<file path="src/rtl/srpt_grant_recv_pkg.sv">
// Shared widths, field positions, table entry type and FSM states for the
// Homa grant receive path.
package homa_grant_pkg;

  localparam int PEER_ID_W    = 14;
  localparam int RPC_ID_W     = 14;
  localparam int OFFSET_W     = 10;
  localparam int PRIO_W       = 3;

  localparam int GRANT_PKT_W  = 51;
  localparam int RPC_REG_W    = 38;
  localparam int SEND_READY_W = 51;

  // Grant packet: peer | rpc | offset | priority | reserved
  localparam int GP_PEER_LSB  = 37;
  localparam int GP_RPC_LSB   = 23;
  localparam int GP_OFF_LSB   = 13;
  localparam int GP_PRIO_LSB  = 10;

  // Registration word: peer | rpc | msg_len
  localparam int RR_PEER_LSB  = 24;
  localparam int RR_RPC_LSB   = 10;
  localparam int RR_LEN_LSB   = 0;

  // Send-ready record: peer | rpc | priority | prev_grant | new_grant
  localparam int SR_PEER_LSB  = 37;
  localparam int SR_RPC_LSB   = 23;
  localparam int SR_PRIO_LSB  = 20;
  localparam int SR_PREV_LSB  = 10;
  localparam int SR_NEW_LSB   = 0;

  typedef enum logic [1:0] {
    IDLE,
    LOOKUP,
    UPDATE,
    EMIT
  } state_e;

  typedef struct packed {
    logic [RPC_ID_W-1:0]  tag;
    logic [PEER_ID_W-1:0] peer;
    logic [OFFSET_W-1:0]  msg_len;
    logic [OFFSET_W-1:0]  granted;
  } rpc_entry_t;

  function automatic logic [OFFSET_W-1:0] clamp_grant(input logic [OFFSET_W-1:0] offset,
                                                      input logic [OFFSET_W-1:0] msg_len);
    return (offset < msg_len) ? offset : msg_len;
  endfunction

endpackage

</file>
<file path="src/rtl/srpt_grant_recv_if.sv">
// Bus bundle of the grant receiver: grant FIFO pop side, RPC registration
// port and scheduler FIFO push side. Suffixes are from the receiver's view.
interface srpt_grant_recv_if;

  logic                                    grant_pkt_empty_i;
  logic [homa_grant_pkg::GRANT_PKT_W-1:0]  grant_pkt_data_i;
  logic                                    grant_pkt_read_en_o;

  logic                                    rpc_reg_valid_i;
  logic [homa_grant_pkg::RPC_REG_W-1:0]    rpc_reg_data_i;
  logic                                    rpc_reg_ready_o;

  logic                                    send_ready_full_i;
  logic [homa_grant_pkg::SEND_READY_W-1:0] send_ready_data_o;
  logic                                    send_ready_write_en_o;

  modport slave (
    input  grant_pkt_empty_i, grant_pkt_data_i,
    input  rpc_reg_valid_i, rpc_reg_data_i,
    input  send_ready_full_i,
    output grant_pkt_read_en_o, rpc_reg_ready_o,
    output send_ready_data_o, send_ready_write_en_o
  );

  modport master (
    output grant_pkt_empty_i, grant_pkt_data_i,
    output rpc_reg_valid_i, rpc_reg_data_i,
    output send_ready_full_i,
    input  grant_pkt_read_en_o, rpc_reg_ready_o,
    input  send_ready_data_o, send_ready_write_en_o
  );

endinterface

</file>
<file path="src/rtl/srpt_grant_recv_table.sv">
// Per-RPC outbound message table: one combinational read port, one write port.
// Only the valid bits are reset; payload lives in plain storage.
module srpt_grant_table
  import homa_grant_pkg::*;
#(
  parameter int NUM_RPCS = 16,
  parameter int IDX_W    = $clog2(NUM_RPCS)
) (
  input  logic             clk_i,
  input  logic             rst_ni,
  input  logic [IDX_W-1:0] rd_idx_i,
  output logic             rd_valid_o,
  output rpc_entry_t       rd_entry_o,
  input  logic             wr_en_i,
  input  logic [IDX_W-1:0] wr_idx_i,
  input  rpc_entry_t       wr_entry_i
);

  logic       valid_q [NUM_RPCS];
  rpc_entry_t mem_q   [NUM_RPCS];

  genvar gi;
  generate
    for (gi = 0; gi < NUM_RPCS; gi++) begin : g_valid
      always_ff @(posedge clk_i or negedge rst_ni) begin
        if (!rst_ni) begin
          valid_q[gi] <= 1'b0;
        end else if (wr_en_i && (wr_idx_i == IDX_W'(gi))) begin
          valid_q[gi] <= 1'b1;
        end
      end
    end
  endgenerate

  always_ff @(posedge clk_i) begin
    if (wr_en_i) begin
      mem_q[wr_idx_i] <= wr_entry_i;
    end
  end

  assign rd_valid_o = valid_q[rd_idx_i];
  assign rd_entry_o = mem_q[rd_idx_i];

endmodule

</file>
<file path="src/rtl/srpt_grant_recv.sv">
// Grant receiver: pops grants, matches them to registered RPCs, clamps to msg_len
// and pushes grant-advance records. Optional event counters: GRANT_STATS_EN.
module srpt_grant_recv
  import homa_grant_pkg::*;
#(
  parameter int NUM_RPCS = 16
) (
  input  logic             ap_clk,
  input  logic             ap_rst_n,
  srpt_grant_recv_if.slave bus,
  output logic [15:0]      stat_accepted_o,
  output logic [15:0]      stat_stale_o,
  output logic [15:0]      stat_unknown_o
);

  localparam int IDX_W = $clog2(NUM_RPCS);

  state_e                  state_q, state_d;
  logic                    alive_q;
  logic [RPC_ID_W-1:0]     rpc_id_q, rpc_id_d;
  logic [OFFSET_W-1:0]     offset_q, offset_d;
  logic [PRIO_W-1:0]       prio_q, prio_d;
  rpc_entry_t              entry_q, entry_d;
  logic [SEND_READY_W-1:0] rec_q, rec_d;

  logic                    rd_valid;
  rpc_entry_t              rd_entry;
  logic                    tbl_we;
  logic [IDX_W-1:0]        tbl_widx;
  rpc_entry_t              tbl_wentry;

  logic [OFFSET_W-1:0]     new_grant;
  logic                    read_en, write_en, reg_ready;
  logic                    ev_accept, ev_stale, ev_unknown;

  logic [RPC_ID_W-1:0]     reg_rpc, pkt_rpc;
  logic [PEER_ID_W-1:0]    reg_peer;
  logic [OFFSET_W-1:0]     reg_len, pkt_off;
  logic [PRIO_W-1:0]       pkt_prio;
  logic                    unused_grant_bits;

  assign reg_rpc  = bus.rpc_reg_data_i[RR_RPC_LSB +: RPC_ID_W];
  assign reg_peer = bus.rpc_reg_data_i[RR_PEER_LSB +: PEER_ID_W];
  assign reg_len  = bus.rpc_reg_data_i[RR_LEN_LSB +: OFFSET_W];
  assign pkt_rpc  = bus.grant_pkt_data_i[GP_RPC_LSB +: RPC_ID_W];
  assign pkt_off  = bus.grant_pkt_data_i[GP_OFF_LSB +: OFFSET_W];
  assign pkt_prio = bus.grant_pkt_data_i[GP_PRIO_LSB +: PRIO_W];
  // The packet's peer_id is not trusted; the table copy is emitted instead.
  assign unused_grant_bits = ^{bus.grant_pkt_data_i[GP_PEER_LSB +: PEER_ID_W],
                               bus.grant_pkt_data_i[GP_PRIO_LSB-1:0]};

  srpt_grant_table #(
    .NUM_RPCS (NUM_RPCS),
    .IDX_W    (IDX_W)
  ) u_table (
    .clk_i      (ap_clk),
    .rst_ni     (ap_rst_n),
    .rd_idx_i   (rpc_id_q[IDX_W-1:0]),
    .rd_valid_o (rd_valid),
    .rd_entry_o (rd_entry),
    .wr_en_i    (tbl_we),
    .wr_idx_i   (tbl_widx),
    .wr_entry_i (tbl_wentry)
  );

  // alive_q holds the FSM off for the first edge after reset release.
  always_ff @(posedge ap_clk or negedge ap_rst_n) begin
    if (!ap_rst_n) begin
      state_q  <= IDLE;
      alive_q  <= 1'b0;
      rpc_id_q <= '0;
      offset_q <= '0;
      prio_q   <= '0;
      entry_q  <= '0;
      rec_q    <= '0;
    end else begin
      state_q  <= state_d;
      alive_q  <= 1'b1;
      rpc_id_q <= rpc_id_d;
      offset_q <= offset_d;
      prio_q   <= prio_d;
      entry_q  <= entry_d;
      rec_q    <= rec_d;
    end
  end

  always_comb begin
    state_d    = state_q;
    rpc_id_d   = rpc_id_q;
    offset_d   = offset_q;
    prio_d     = prio_q;
    entry_d    = entry_q;
    rec_d      = rec_q;
    read_en    = 1'b0;
    write_en   = 1'b0;
    reg_ready  = 1'b0;
    tbl_we     = 1'b0;
    tbl_widx   = rpc_id_q[IDX_W-1:0];
    tbl_wentry = entry_q;
    ev_accept  = 1'b0;
    ev_stale   = 1'b0;
    ev_unknown = 1'b0;
    new_grant  = clamp_grant(offset_q, entry_q.msg_len);

    unique case (state_q)
      IDLE: begin
        reg_ready = alive_q;
        // Registration has priority over popping a grant.
        if (alive_q && bus.rpc_reg_valid_i) begin
          tbl_we             = 1'b1;
          tbl_widx           = reg_rpc[IDX_W-1:0];
          tbl_wentry.tag     = reg_rpc;
          tbl_wentry.peer    = reg_peer;
          tbl_wentry.msg_len = reg_len;
          tbl_wentry.granted = '0;
        end else if (alive_q && !bus.grant_pkt_empty_i) begin
          read_en  = 1'b1;
          rpc_id_d = pkt_rpc;
          offset_d = pkt_off;
          prio_d   = pkt_prio;
          state_d  = LOOKUP;
        end
      end
      LOOKUP: begin
        if (rd_valid && (rd_entry.tag == rpc_id_q)) begin
          entry_d = rd_entry;
          state_d = UPDATE;
        end else begin
          ev_unknown = 1'b1;
          state_d    = IDLE;
        end
      end
      UPDATE: begin
        if (new_grant <= entry_q.granted) begin
          ev_stale = 1'b1;
          state_d  = IDLE;
        end else begin
          tbl_we             = 1'b1;
          tbl_wentry.granted = new_grant;
          rec_d              = {entry_q.peer, rpc_id_q, prio_q, entry_q.granted, new_grant};
          state_d            = EMIT;
        end
      end
      EMIT: begin
        if (!bus.send_ready_full_i) begin
          write_en  = 1'b1;
          ev_accept = 1'b1;
          state_d   = IDLE;
        end
      end
      default: state_d = IDLE;
    endcase
  end

  assign bus.grant_pkt_read_en_o   = read_en;
  assign bus.rpc_reg_ready_o       = reg_ready;
  assign bus.send_ready_data_o     = rec_q;
  assign bus.send_ready_write_en_o = write_en;

`ifdef GRANT_STATS_EN
  logic [2:0]  ev_vec;
  logic [15:0] cnt_q [3];

  assign ev_vec = {ev_unknown, ev_stale, ev_accept};

  genvar gi;
  generate
    for (gi = 0; gi < 3; gi++) begin : g_stat
      always_ff @(posedge ap_clk or negedge ap_rst_n) begin
        if (!ap_rst_n) begin
          cnt_q[gi] <= '0;
        end else if (ev_vec[gi] && (cnt_q[gi] != 16'hFFFF)) begin
          cnt_q[gi] <= cnt_q[gi] + 16'd1;
        end
      end
    end
  endgenerate

  assign stat_accepted_o = cnt_q[0];
  assign stat_stale_o    = cnt_q[1];
  assign stat_unknown_o  = cnt_q[2];
`else
  logic unused_events;
  assign unused_events   = ev_accept ^ ev_stale ^ ev_unknown;
  assign stat_accepted_o = '0;
  assign stat_stale_o    = '0;
  assign stat_unknown_o  = '0;
`endif

endmodule
</file>
<file path="src/flat_wrapper.sv">
// flat-port wrapper written by rule: the top's interface ports become plain ports
module srpt_grant_recv_flat import homa_grant_pkg::*;
#(
  parameter int NUM_RPCS = 16
)
  (ap_clk, ap_rst_n, stat_accepted_o, stat_stale_o, stat_unknown_o, bus_grant_pkt_empty_i, bus_grant_pkt_data_i, bus_rpc_reg_valid_i, bus_rpc_reg_data_i, bus_send_ready_full_i, bus_grant_pkt_read_en_o, bus_rpc_reg_ready_o, bus_send_ready_data_o, bus_send_ready_write_en_o);
  srpt_grant_recv_if bus_i ();
  input  logic ap_clk;
  input  logic ap_rst_n;
  output logic [15:0] stat_accepted_o;
  output logic [15:0] stat_stale_o;
  output logic [15:0] stat_unknown_o;
  input wire logic [$bits(bus_i.grant_pkt_empty_i)-1:0] bus_grant_pkt_empty_i;
  input wire logic [$bits(bus_i.grant_pkt_data_i)-1:0] bus_grant_pkt_data_i;
  input wire logic [$bits(bus_i.rpc_reg_valid_i)-1:0] bus_rpc_reg_valid_i;
  input wire logic [$bits(bus_i.rpc_reg_data_i)-1:0] bus_rpc_reg_data_i;
  input wire logic [$bits(bus_i.send_ready_full_i)-1:0] bus_send_ready_full_i;
  output wire logic [$bits(bus_i.grant_pkt_read_en_o)-1:0] bus_grant_pkt_read_en_o;
  output wire logic [$bits(bus_i.rpc_reg_ready_o)-1:0] bus_rpc_reg_ready_o;
  output wire logic [$bits(bus_i.send_ready_data_o)-1:0] bus_send_ready_data_o;
  output wire logic [$bits(bus_i.send_ready_write_en_o)-1:0] bus_send_ready_write_en_o;
  assign bus_i.grant_pkt_empty_i = bus_grant_pkt_empty_i;
  assign bus_i.grant_pkt_data_i = bus_grant_pkt_data_i;
  assign bus_i.rpc_reg_valid_i = bus_rpc_reg_valid_i;
  assign bus_i.rpc_reg_data_i = bus_rpc_reg_data_i;
  assign bus_i.send_ready_full_i = bus_send_ready_full_i;
  assign bus_grant_pkt_read_en_o = bus_i.grant_pkt_read_en_o;
  assign bus_rpc_reg_ready_o = bus_i.rpc_reg_ready_o;
  assign bus_send_ready_data_o = bus_i.send_ready_data_o;
  assign bus_send_ready_write_en_o = bus_i.send_ready_write_en_o;
  srpt_grant_recv #(.NUM_RPCS(NUM_RPCS)) u_core (.ap_clk(ap_clk), .ap_rst_n(ap_rst_n), .bus(bus_i), .stat_accepted_o(stat_accepted_o), .stat_stale_o(stat_stale_o), .stat_unknown_o(stat_unknown_o));
endmodule
</file>
<file path="config.mk">
export PLATFORM = sky130hd
export DESIGN_NAME = srpt_grant_recv_flat
export DESIGN_NICKNAME = d
export VERILOG_FILES = /design/src/rtl/srpt_grant_recv_pkg.sv /design/src/rtl/srpt_grant_recv_if.sv /design/src/rtl/srpt_grant_recv_table.sv /design/src/rtl/srpt_grant_recv.sv /design/src/flat_wrapper.sv
export SDC_FILE = /design/constraint.sdc
export NUM_CORES = 1
export LEC_CHECK = 0
export CORE_AREA = 2 2 290 292
export DETAILED_ROUTE_END_ITERATION = 16
export DIE_AREA = 0 0 292 294
export GPL_TIMING_DRIVEN = 0
export MAX_ROUTING_LAYER = met4
export PLACE_DENSITY_LB_ADDON = 0.08
export SLEW_MARGIN = 20
export SYNTH_ARGS = -nofsm -noshare
export SYNTH_HDL_FRONTEND = slang
export SYNTH_SLANG_ARGS = --single-unit
</file>
<file path="constraint.sdc">
create_clock -name ap_clk -period 7.2 [get_ports ap_clk]
set_clock_uncertainty 0.2 [all_clocks]
set_input_delay 1.08 -clock ap_clk [delete_from_list [all_inputs] [get_ports ap_clk]]
set_output_delay 1.08 -clock ap_clk [all_outputs]
set_load 0.1 [all_outputs]
</file>
==> impl_metrics.json <==
{
  "outcome": "finished, final reports clean",
  "grtUsageMet2_pct": 41.90,
  "cp_common_cell": "clkbuf_1",
  "area_growth_pct": 20.81,
  "switchingPower_w": 0.003230,
  "io_buffers": 123,
  "cts.htree.levels": 3,
  "vias": 20510,
  "top_usage_layer": "met2",
  "io_pins": 196,
  "period_needed_ns": 6.574,
  "cp.buffers_inverters": 4,
  "row_count": 106,
  "r2r_cells": 18,
  "cts_buffers": 97,
  "use_met3_pct": 4.524,
  "yosys.cell_types.count": 63,
  "avgRoutedWirePerCell_um": 30.86,
  "grt_start_max_net_pins": 72,
  "tns_ns": 0,
  "hold_violations": 0,
  "layout_common_cells": "edfxtp_1 (768), nand2_1 (299), mux4_2 (214)",
  "power.density_nw_per_um2": 289.0,
  "wl_um": 108500,
  "path_class": "reg -> reg",
  "globalplace.congestion": 0.9030,
  "cp.depth": 18,
  "numClockSinks": 913,
  "setup_viol": 0,
  "pwr-share-comb_pct": 14.5,
  "nets": 2468,
  "drt-initial-drc-count": 2438,
  "ys.flop_type": "edfxtp_1",
  "worstPathMaxFanout": 16,
  "initial_core_util_pct": 44.45,
  "clk_pin_slew_ns": 0.06,
  "r2r_start": "u_core.entry_q[15]",
  "ctsResizeCount": 0,
  "grt-ovfl-total": 0,
  "r2r_end": "u_core.u_table.mem_q[12][6]",
  "first_global_vias": 20833,
  "use_met1_pct": 35.69,
  "synth_enable_flop_cells": 768,
  "ir_worst_vdd_v": 0.0002110,
  "avgViaCountPerCell": 5.835,
  "r2r_setup_slack_ns": 0.63,
  "rsz0062_at_grt": "false",
  "endpoint_kind": "register",
  "final_common_cell": "edfxtp_1",
  "area.sequential_um2": 26690,
  "p_sw_share_pct": 25.11,
  "layout_setup_ws_ns": 0.6262,
  "die_h_um": 294,
  "cp-endpoint": "u_core.u_table.mem_q[12][6]",
  "cp-start-kind": "register",
  "hold_class": "in -> async",
  "grt_use_total_pct": 26.34,
  "drive_above_1_share_pct": 25.51,
  "grt_first_pass_wirelength_um": 153400,
  "worst_pin_slew_ns": 1.201,
  "coreArea_um2": 82890,
  "synth.top_cell.area_share_pct": 62.59,
  "post-place-ws_ns": 0.7618,
  "seq_area_frac_synth_pct": 72.43,
  "fin_util_pct": 53.71,
  "cts_hold_buf": 0,
  "ys_async_sr_fraction_pct": 15.88,
  "drtAntennaViolNets": 0,
  "critPathMaxStageDelay_ns": 0.96,
  "worstPathRequired_ns": 7.28,
  "path_cells": "inv_1, ha_1, a21o_1, a2111oi_0, o21a_1, o21a_1, clkbuf_1, mux2_2, ha_1, nand4_1, nor2_1, nand3_1, nand3b_1, nor2_1, clkbuf_1, clkbuf_1, nand2_1, o211ai_1",
  "ys_seq_elements": 913,
  "cap_viol_max_count": 0,
  "cp_top_family": "compound AO/OA/AOI/OAI gates",
  "leakage_nw": 15.57,
  "insertion_delay_ns": 0.65,
  "die_w_um": 292,
  "netlist.top_cell.by_area": "edfxtp_1",
  "synth_cells": 2018,
  "worstPathArrival_ns": 6.65,
  "multi_input_area_um2": 9459,
  "fin_crit_sh_pct": 91.30,
  "nFillCells": 6508,
  "syn_area_um2": 36850,
  "clkPwrFrac_pct": 39.8,
  "cts_buffer_depth": 3,
  "synth_area_leaders": "edfxtp_1 (63%), mux4_2 (13%), dfrtp_1 (9.8%), nand2_1 (3.0%), mux2_2 (1.7%)",
  "critical-path-slowest-cell": "o211ai_1",
  "drc": 0,
  "antenna_found_initial": 1,
  "cts_root_buf": "clkbuf_16",
  "startpoint": "u_core.entry_q[15]",
  "postCtsSetupBuffers": 0,
  "hpwl_um": 73130,
  "syn_area_per_cell_um2": 18.26,
  "die_area_um2": 85850,
  "yosysWarnings": 0,
  "relSlewSlack_pct": 19.57,
  "p_int_w": 0.009633,
  "p_seq_share_pct": 45.7,
  "first_pass_iters": 5,
  "cts_tree": "yes",
  "clock.fmax_mhz": 152.1,
  "drv_slew": 0
}
cell type report:
| class | count | area share (%) |
|---|---|---|
| Multi-Input combinational cell | 964 | 21.25 |
| Tap cell | 1080 | 3.035 |
| Buffer | 155 | 2.001 |
| Clock buffer | 126 | 5.905 |
| Sequential cell | 913 | 59.95 |
| Timing Repair Buffer | 191 | 6.163 |
| Antenna cell | 1 | 0.005621 |
| Inverter | 33 | 0.2782 |
| Clock inverter | 52 | 1.411 |
power groups by stage:
| stage | registers (W) | logic (W) | clock network (W) |
|---|---|---|---|
| 6_report | 0.00588 | 0.00186 | 0.00512 |
| 4_1_cts | 0.00588 | 0.00186 | 0.00520 |
| 5_1_grt | 0.00589 | 0.00196 | 0.00540 |
| 3_5_place_dp | 0.00599 | 0.00186 | 0 |
| 3_3_place_gp | 0.00600 | 0.00180 | 0 |
| 2_1_floorplan | 0.00596 | 0.00121 | 0 |
registers in the layout (all words and copies together) (netlist names):
register	count
u_core.u_table.mem_q	768
u_core.bus.send_ready_data_o	51
u_core.prio_q	3
u_core.entry_q	48
u_core.alive_q	1
u_core.rpc_id_q	14
u_core.state_q	2
u_core.offset_q	10
u_core.u_table.valid_q	16
per-layer routing:
layer,vias to the layer above,share of wire [%],wire (µm)
met4,0,2.4,2575
met3,160,7.1,7684
met1,10947,42,45250
li1,8512,-,-
met2,891,49,52950
met5,-,0,0
synthesized netlist by cell type (3+ instances only):
cell type,number
nor2_1,32
nand2b_1,9
mux4_2,214
or3_1,3
buf_4,56
and2_1,4
a22o_1,3
nor3_1,3
clkbuf_1,50
a22oi_1,5
a21oi_1,12
or2_2,14
o21a_1,5
nor3b_1,5
o22ai_1,4
nand3_1,15
xor2_1,10
buf_2,34
o21ai_0,47
and3_1,4
a31oi_1,7
nand4_1,3
mux2_2,56
mux2_4,4
xnor2_1,4
ha_1,19
mux2i_1,45
nand2_1,299
nor2b_1,6
o2111ai_1,15
o211ai_1,23
dfrtp_1,145
a2111oi_0,4
inv_1,30
edfxtp_1,768
a21o_1,7
o21bai_1,4
buf_1,11
per-stage QoR:
stage | hold slack, ns | power (W) | instances | cell area (µm²)
floorplan | 0.2304 | 0.007179 | 2065 | 37030
global route | 0.002449 | 0.01325 | 3514 | 44520
global placement | 0.2473 | 0.007797 | 3268 | 39610
CTS | 0.001257 | 0.01295 | 3506 | 44450
finish | 0.03278 | 0.01286 | 3515 | 44520
detailed placement | 0.2493 | 0.007847 | 3328 | 41190
how the worst min path moves through the flow:
stage,start,slack (ns),to
2_1_floorplan,u_core.u_table.valid_q[14],0.23,u_core.u_table.valid_q[14]
3_3_place_gp,u_core.u_table.valid_q[14],0.25,u_core.u_table.valid_q[14]
3_5_place_dp,u_core.u_table.valid_q[9],0.25,u_core.u_table.valid_q[9]
4_1_cts,ap_rst_n,0.001,u_core.bus.send_ready_data_o[37]
5_1_grt,ap_rst_n,0.002,u_core.entry_q[24]
6_report,ap_rst_n,0.03,u_core.entry_q[41]
cells by family after synthesis:
group           share of synthesized area [%]
mux                                     16.32
compound gates                          2.829
other cells                           0.02038
flops                                   72.43
fa+ha+maj                              0.6451
xor+xnor                               0.3327
simple gates                            4.693
buf+inv                                 2.730
worst register-to-register path, stage by stage (launching register included):
cell and delay (ns):
dfrtp_1 0.43, inv_1 0.09, ha_1 0.33, a21o_1 0.18
a2111oi_0 0.40, o21a_1 0.23, o21a_1 0.12, clkbuf_1 0.38
mux2_2 0.40, ha_1 0.30, nand4_1 0.12, nor2_1 0.08
nand3_1 0.12, nand3b_1 0.25, nor2_1 0.38, clkbuf_1 0.54
clkbuf_1 0.52, nand2_1 0.16, o211ai_1 0.97
Power figures use the tool's default switching activity.
